==> config.mk <==
export PLATFORM = sky130hd
export DESIGN_NAME = lsd_seq_ctrl_flat
export DESIGN_NICKNAME = d
export VERILOG_FILES = /design/src/rtl/lsd_seq_ctrl_pkg.sv /design/src/rtl/lsd_seq_ctrl_if.sv /design/src/rtl/lsd_seq_ctrl_dec24.sv /design/src/rtl/lsd_seq_ctrl.sv /design/src/flat_wrapper.sv
export SDC_FILE = /design/constraint.sdc
export NUM_CORES = 1
export LEC_CHECK = 0
export ABC_CLOCK_PERIOD_IN_PS = 3600
export CORE_UTILIZATION = 45
export CTS_CLUSTER_DIAMETER = 100
export DETAILED_ROUTE_END_ITERATION = 12
export PLACE_DENSITY = 0.79
export SYNTH_ARGS = -nofsm -noshare
export SYNTH_HDL_FRONTEND = slang
export SYNTH_SLANG_ARGS = --single-unit
==> constraint.sdc <==
create_clock -name clock -period 3.6 [get_ports clock]
set_clock_uncertainty 0.15 [all_clocks]
set_input_delay 0.72 -clock clock [delete_from_list [all_inputs] [get_ports clock]]
set_output_delay 0.72 -clock clock [all_outputs]
set_load 0.01 [all_outputs]
==> src/rtl/lsd_seq_ctrl_pkg.sv <==
// rtl/lsd_seq_ctrl_pkg.sv - shared types and defaults for the LSD fetch/execute sequencer
// Purpose: sequencer state encoding, instruction field layout and default opcodes.
// Ports: none (package).
package lsd_seq_ctrl_pkg;

  typedef enum logic [2:0] {
    ST_IDLE      = 3'd0,
    ST_FETCH     = 3'd1,
    ST_EXEC      = 3'd2,
    ST_STEP_WAIT = 3'd3,
    ST_HALTED    = 3'd4
  } state_t;

  // Instruction byte: OPR=[7:5], SEL=[4:2], CE=[1:0]; a jump reuses {SEL,CE} as its target.
  typedef struct packed {
    logic [2:0] opr;
    logic [2:0] sel;
    logic [1:0] ce;
  } instr_t;

  localparam int         AW_DEFAULT        = 5;
  localparam int         LAST_ADDR_DEFAULT = 31;
  localparam logic [2:0] JMP_OPR_DEFAULT   = 3'b101;
  localparam logic [2:0] X_SEL_DEFAULT     = 3'b100;
  localparam int         CNT_W_DEFAULT     = 16;

  function automatic logic [4:0] jump_target(input instr_t ir);
    return {ir.sel, ir.ce};
  endfunction

endpackage

==> src/rtl/lsd_seq_ctrl_if.sv <==
// rtl/lsd_seq_ctrl_if.sv - sequencer <-> datapath/ROM/X-source bus
// Purpose: bundles ROM access, ALU/B-mux control, write enables and the X handshake.
// Ports (master = sequencer):
//   out rom_addr, opr, sel, en_a, en_r1, en_r2, en_r3, en_flags, x_ready
//   in  rom_data, flag_z, x_valid
interface lsd_seq_ctrl_if #(
  parameter int AW = 5
);
  logic [AW-1:0] rom_addr;
  logic [7:0]    rom_data;
  logic [2:0]    opr;
  logic [2:0]    sel;
  logic          en_a;
  logic          en_r1;
  logic          en_r2;
  logic          en_r3;
  logic          en_flags;
  logic          flag_z;
  logic          x_valid;
  logic          x_ready;

  modport master (
    output rom_addr, opr, sel, en_a, en_r1, en_r2, en_r3, en_flags, x_ready,
    input  rom_data, flag_z, x_valid
  );

  modport slave (
    input  rom_addr, opr, sel, en_a, en_r1, en_r2, en_r3, en_flags, x_ready,
    output rom_data, flag_z, x_valid
  );
endinterface

==> src/rtl/lsd_seq_ctrl_dec24.sv <==
// rtl/lsd_seq_ctrl_dec24.sv - 2-to-4 one-hot decoder with enable
// Purpose: turns the CE field into one register write enable.
// Ports: en (in), code[1:0] (in), y[3:0] (out, one-hot or zero).
module lsd_seq_ctrl_dec24 (
  input  logic       en,
  input  logic [1:0] code,
  output logic [3:0] y
);
  always_comb begin
    y = '0;
    if (en) y[code] = 1'b1;
  end
endmodule

==> src/rtl/lsd_seq_ctrl.sv <==
// rtl/lsd_seq_ctrl.sv - multi-cycle fetch/execute sequencer for the LSD datapath
// Purpose: owns PC, IR and retired-instruction counter; runs FETCH/EXEC with
//   start/stop/single-step control and stalls EXEC until operand X is valid.
// Ports:
//   clock, reset (sync, active-high)
//   start, stop, step (pulses), run_mode (1=free run, 0=single step)
//   bus (master): ROM address/data, opr/sel, write enables, flag_z, X handshake
//   busy, halted, instr_cnt (status)
module lsd_seq_ctrl
  import lsd_seq_ctrl_pkg::*;
#(
  parameter int         AW        = AW_DEFAULT,
  parameter int         LAST_ADDR = LAST_ADDR_DEFAULT,
  parameter logic [2:0] JMP_OPR   = JMP_OPR_DEFAULT,
  parameter logic [2:0] X_SEL     = X_SEL_DEFAULT,
  parameter int         CNT_W     = CNT_W_DEFAULT
) (
  input  logic             clock,
  input  logic             reset,
  input  logic             start,
  input  logic             stop,
  input  logic             run_mode,
  input  logic             step,
  lsd_seq_ctrl_if.master   bus,
  output logic             busy,
  output logic             halted,
  output logic [CNT_W-1:0] instr_cnt
);

  state_t        state;
  logic [AW-1:0] pc;
  instr_t        ir;
  logic          stop_pend;

  logic          is_jump;
  logic          uses_x;
  logic          retire;
  logic          exec_en;
  logic [AW-1:0] pc_next;
  logic [3:0]    ce_onehot;

  assign is_jump = (ir.opr == JMP_OPR);
  assign uses_x  = (ir.sel == X_SEL);

  // EXEC retires unless a non-jump reads X before it is valid. Reset masks the
  // retire so an aborted instruction never writes the datapath.
  assign retire  = (state == ST_EXEC) && !reset && (is_jump || !uses_x || bus.x_valid);
  assign exec_en = retire && !is_jump;

  assign pc_next = (is_jump && !bus.flag_z) ? AW'(jump_target(ir)) : pc + AW'(1);

  lsd_seq_ctrl_dec24 u_ce_dec (
    .en   (exec_en),
    .code (ir.ce),
    .y    (ce_onehot)
  );

  assign bus.rom_addr = pc;
  assign bus.opr      = ir.opr;
  assign bus.sel      = ir.sel;
  assign bus.en_a     = ce_onehot[0];
  assign bus.en_r1    = ce_onehot[1];
  assign bus.en_r2    = ce_onehot[2];
  assign bus.en_r3    = ce_onehot[3];
  assign bus.en_flags = exec_en;
  assign bus.x_ready  = exec_en && uses_x;

  assign busy   = (state == ST_FETCH) || (state == ST_EXEC) || (state == ST_STEP_WAIT);
  assign halted = (state == ST_HALTED);

  always_ff @(posedge clock) begin
    if (reset) begin
      state     <= ST_IDLE;
      pc        <= '0;
      ir        <= '0;
      instr_cnt <= '0;
      stop_pend <= 1'b0;
    end else begin
      case (state)
        ST_IDLE, ST_HALTED: begin
          if (start) begin
            state     <= ST_FETCH;
            pc        <= '0;
            instr_cnt <= '0;
            stop_pend <= 1'b0;
          end
        end

        ST_FETCH: begin
          ir    <= instr_t'(bus.rom_data);
          state <= ST_EXEC;
          if (stop) stop_pend <= 1'b1;
        end

        ST_EXEC: begin
          if (stop) stop_pend <= 1'b1;
          if (retire) begin
            pc <= pc_next;
            if (instr_cnt != '1) instr_cnt <= instr_cnt + CNT_W'(1);
            // Halt test uses the PC of the instruction just executed.
            if (stop_pend || stop || (pc == AW'(LAST_ADDR))) state <= ST_HALTED;
            else if (run_mode)                                state <= ST_FETCH;
            else                                              state <= ST_STEP_WAIT;
          end
        end

        ST_STEP_WAIT: begin
          if (stop)      state <= ST_HALTED;
          else if (step) state <= ST_FETCH;
        end

        default: state <= ST_IDLE;
      endcase
    end
  end

endmodule

==> src/flat_wrapper.sv <==
// flat-port wrapper written by rule: the top's interface ports become plain ports
module lsd_seq_ctrl_flat import lsd_seq_ctrl_pkg::*;
#(
  parameter int         AW        = AW_DEFAULT,
  parameter int         LAST_ADDR = LAST_ADDR_DEFAULT,
  parameter logic [2:0] JMP_OPR   = JMP_OPR_DEFAULT,
  parameter logic [2:0] X_SEL     = X_SEL_DEFAULT,
  parameter int         CNT_W     = CNT_W_DEFAULT
)
  (clock, reset, start, stop, run_mode, step, busy, halted, instr_cnt, bus_rom_addr, bus_opr, bus_sel, bus_en_a, bus_en_r1, bus_en_r2, bus_en_r3, bus_en_flags, bus_x_ready, bus_rom_data, bus_flag_z, bus_x_valid);
  lsd_seq_ctrl_if #(.AW(AW)) bus_i ();
  input  logic clock;
  input  logic reset;
  input  logic start;
  input  logic stop;
  input  logic run_mode;
  input  logic step;
  output logic busy;
  output logic halted;
  output logic [CNT_W-1:0] instr_cnt;
  output wire logic [$bits(bus_i.rom_addr)-1:0] bus_rom_addr;
  output wire logic [$bits(bus_i.opr)-1:0] bus_opr;
  output wire logic [$bits(bus_i.sel)-1:0] bus_sel;
  output wire logic [$bits(bus_i.en_a)-1:0] bus_en_a;
  output wire logic [$bits(bus_i.en_r1)-1:0] bus_en_r1;
  output wire logic [$bits(bus_i.en_r2)-1:0] bus_en_r2;
  output wire logic [$bits(bus_i.en_r3)-1:0] bus_en_r3;
  output wire logic [$bits(bus_i.en_flags)-1:0] bus_en_flags;
  output wire logic [$bits(bus_i.x_ready)-1:0] bus_x_ready;
  input wire logic [$bits(bus_i.rom_data)-1:0] bus_rom_data;
  input wire logic [$bits(bus_i.flag_z)-1:0] bus_flag_z;
  input wire logic [$bits(bus_i.x_valid)-1:0] bus_x_valid;
  assign bus_rom_addr = bus_i.rom_addr;
  assign bus_opr = bus_i.opr;
  assign bus_sel = bus_i.sel;
  assign bus_en_a = bus_i.en_a;
  assign bus_en_r1 = bus_i.en_r1;
  assign bus_en_r2 = bus_i.en_r2;
  assign bus_en_r3 = bus_i.en_r3;
  assign bus_en_flags = bus_i.en_flags;
  assign bus_x_ready = bus_i.x_ready;
  assign bus_i.rom_data = bus_rom_data;
  assign bus_i.flag_z = bus_flag_z;
  assign bus_i.x_valid = bus_x_valid;
  lsd_seq_ctrl #(.AW(AW), .LAST_ADDR(LAST_ADDR), .JMP_OPR(JMP_OPR), .X_SEL(X_SEL), .CNT_W(CNT_W)) u_core (.clock(clock), .reset(reset), .start(start), .stop(stop), .run_mode(run_mode), .step(step), .bus(bus_i), .busy(busy), .halted(halted), .instr_cnt(instr_cnt));
endmodule
==> metrics.md <==
| Metric | Value |
|---|---|
| Outcome | completed |
| Commonest non-fill, non-tap cell in the layout | clkdlybuf4s50_1 |
| Seq cells post-synth | 33 |
| Vias in the first global route | 1728 |
| Post-Synthesis Cells | 225 |
| Crit Path Class | input port to primary output |
| Rel. slew slack | 34.5% |
| Vias after detailed routing | 1883 |
| Max frequency | 289 MHz |
| Synthesis warning total | 0 |
| First-pass GRT wire length | 8070 um |
| Avg WL per Cell | 14.7 um |
| Dominant cells by area after synthesis | dfxtp_1, a31oi_1, nand3_1, o211ai_1, mux2i_1 |
| Average size of a mapped cell | 8.28 sq um |
| Worst-margin pin slew | 0.977 ns |
| # IOs | 51 |
| Synth cell types | 47 |
| Leak Pwr | 0.844 nW |
| Max-Cap Viols | 0 |
| Clock Path Buffers | 2 |
| CTS Buf Count | 5 |
| Post-synth EDFFs | 0 |
| Final setup vio count | 0 |
| Die ar. | 4400 sq um |
| Setup tns final | 0 ns |
| Startpoint types | input port |
| GPL Wtd Cong | 0.803 |
| Finished Layout Cells | 320 |
| Root buf cell | clkbuf_8 |
| Core Box Area | 4000 sq um |
| Critical path's slowest cell | or4b_1 |
| Register Area | 661 sq um |
| Synth top area share | 35.5% |
| CTS sink count | 33 |
| Antenna violations before repair | 0 |
| Drt first-iter violations | 159 |
| WP data required | 2.73 ns |
| Die Wd | 66.3 um |
| Drt drc | 0 |
| Nets | 288 |
| Port bufs | 50 |
| FF-to-FF setup slack | 0.94 ns |
| Critical path capture point type | primary output |
| Total Routing Usage GR | 23.7% |
| Gr ovfl total | 0 |
| Placed Instances | 312 |
| Final worst slack | 0.141 ns |
| Hold/Removal Path Class | flop to flop |
| Critical path depth in cells | 6 |
| CP top delay family | buffers and inverters |
| Final hold violation count | 0 |
| Synth async-reset ratio | 0% |
| Peak supply drop | 300 uV |
| Initial core utilization | 46.6% |
| Seq/Total Area, Yosys | 35.5% |
| Worst r2r dst | u_core.instr_cnt[6] |
| Buffers and inverters on the worst path | 3 |
| Site row count | 23 |
| DP HPWL | 3300 um |
| Post-synth top area cell | dfxtp_1 |
| Critical Path Max Stage Delay | 0.53 ns |
| FF-to-FF path depth | 4 |
| Chip height | 66.3 um |
| Largest net degree at the start of global routing | 24 |
| Post-synthesis net count | 244 |
| Final Max Tran Viols | 0 |
| Final worst-path cycle share | 96.1% |
| Vias per std cell | 5.88 |
| Primary FF master, synth | dfxtp_1 |
| Post-CTS Setup Inserts | 0 |
| Min cycle time layout | 3.46 ns |
| Clk_lat worst skew | 0.28 ns |
| ANT nets after route | 0 |
| Post-Syn Area | 1860 sq um |
| Post_cts resized | 0 |
| Detailed Route WL | 4700 um |
| Area of the multi-input gates | 1070 sq um |
| Reg clk slew, reported paths | 0.07 ns |
| # hold bufs at CTS | 0 |
| Critical-path cell list | clkdlybuf4s50_1 -> or4b_1 -> nand3_1 -> inv_1 -> and3_1 -> clkdlybuf4s50_1 |
| Critical Path AT | 2.59 ns |
| Fill cells | 362 |
| Antenna Cells | 0 |
| Max FO, Critical Path | 4 |
| First-pass detailed-route iteration total | 4 |
| Synth-to-layout area growth | 33.2% |
| RSZ-0062 raised after global routing | no |
| Worst slack at placement | 0.124 ns |
| CTS tree | built |
| Layout cells sized above 1 | 7.04% |
| Commonest non-fill, non-tap cells in the layout | clkdlybuf4s50_1, dfxtp_1, nor2_1, a31oi_1, nand3_1 |
| Worst Setup EP | bus_en_r2 |
| Hold WS | 0.347 ns |
| Reg2Reg Launch Point | u_core.instr_cnt[3] |
| Cell mode on critical path | clkdlybuf4s50_1 |
| Crit path from | bus_x_valid |
| H-tree Lvls | 2 |
| PwrDens | 462 nW/um^2 |
## stage by stage
stage          util [%]  cell area, sq um  power, mW
6_report           62.1              2480       1.15
3_3_place_gp       59.1              2370      0.788
5_1_grt            62.1              2480       1.21
3_5_place_dp       59.1              2370      0.794
4_1_cts            62.1              2480       1.15
2_1_floorplan         -              1860      0.672
## sequential cells by signal, summed over array words and instances (netlist names)
| name | count |
|---|---|
| u_core.bus.sel | 3 |
| u_core.ir | 2 |
| u_core.stop_pend | 1 |
| u_core.state | 3 |
| u_core.bus.opr | 3 |
| u_core.instr_cnt | 16 |
| u_core.bus.rom_addr | 5 |
## synthesized netlist by cell type (2+ instances only)
| library cell | number |
|---|---|
| dfxtp_1 | 33 |
| a31oi_1 | 18 |
| nor2_1 | 18 |
| nand3_1 | 17 |
| a21oi_1 | 11 |
| o211ai_1 | 11 |
| inv_1 | 9 |
| mux2i_1 | 8 |
| nand2_1 | 8 |
| buf_4 | 7 |
| clkbuf_1 | 7 |
| nand2b_1 | 7 |
| nor3_1 | 7 |
| nand4_1 | 5 |
| nor4_1 | 5 |
| or3_1 | 4 |
| or4_1 | 4 |
| a211oi_1 | 3 |
| and3_1 | 3 |
| buf_2 | 3 |
| ha_1 | 3 |
| mux2_2 | 3 |
| nor3b_1 | 3 |
| o21a_1 | 2 |
| o21ai_0 | 2 |
| o21ai_1 | 2 |
| xor2_1 | 2 |
## routing by layer
layer | wire [um] | global-route usage (%)
met3 | 261 | 4.48
met2 | 2300 | 38.3
met4 | 41 | 8.51
met5 | 0 | 0
met1 | 2100 | 31.1
## layout make-up
| class | instances | share of cell area (%) |
|---|---|---|
| Timing Repair Buffer | 55 | 21.7 |
| Tap cell | 50 | 2.52 |
| Sequential cell | 33 | 26.6 |
| Inverter | 9 | 1.36 |
| Multi-Input combinational cell | 165 | 43.1 |
| Clock inverter | 1 | 1.21 |
| Clock buffer | 7 | 3.48 |
## worst min-delay path by stage
stage | from | end | cells after the start
2_1_floorplan | u_core.stop_pend | u_core.stop_pend | 1
5_1_grt | u_core.bus.rom_addr[4] | u_core.bus.rom_addr[4] | 2
3_5_place_dp | u_core.instr_cnt[10] | u_core.instr_cnt[10] | 1
4_1_cts | u_core.bus.rom_addr[4] | u_core.bus.rom_addr[4] | 2
3_3_place_gp | u_core.bus.rom_addr[4] | u_core.bus.rom_addr[4] | 2
6_report | u_core.bus.rom_addr[4] | u_core.bus.rom_addr[4] | 2
## power breakdown
part	internal [mW]	switching, mW
combinational	0.156	0.178
sequential	0.399	0.0544
clock	0.226	0.132
total	0.781	0.365
## worst register-to-register path: cells and delay by family (launching register included)
family	cells	cell delay, ns
simple gates	2	1.20
flops	1	0.46
compound gates	2	0.78
## cells by family (layout without fill, tap and decap cells)
group | Yosys count | count (layout) | synth area share (%)
AND/OR/NAND/NOR | 91 | 91 | 27.9
AO/OA/AOI/OAI | 58 | 58 | 20.6
flip-flops | 33 | 33 | 35.5
buffers and inverters | 27 | 72 | 7.05
multiplexers | 11 | 11 | 6.11
adder cells (fa/ha/maj) | 3 | 3 | 2.01
XOR/XNOR | 2 | 2 | 0.940
(Power assumes the default switching activity.)
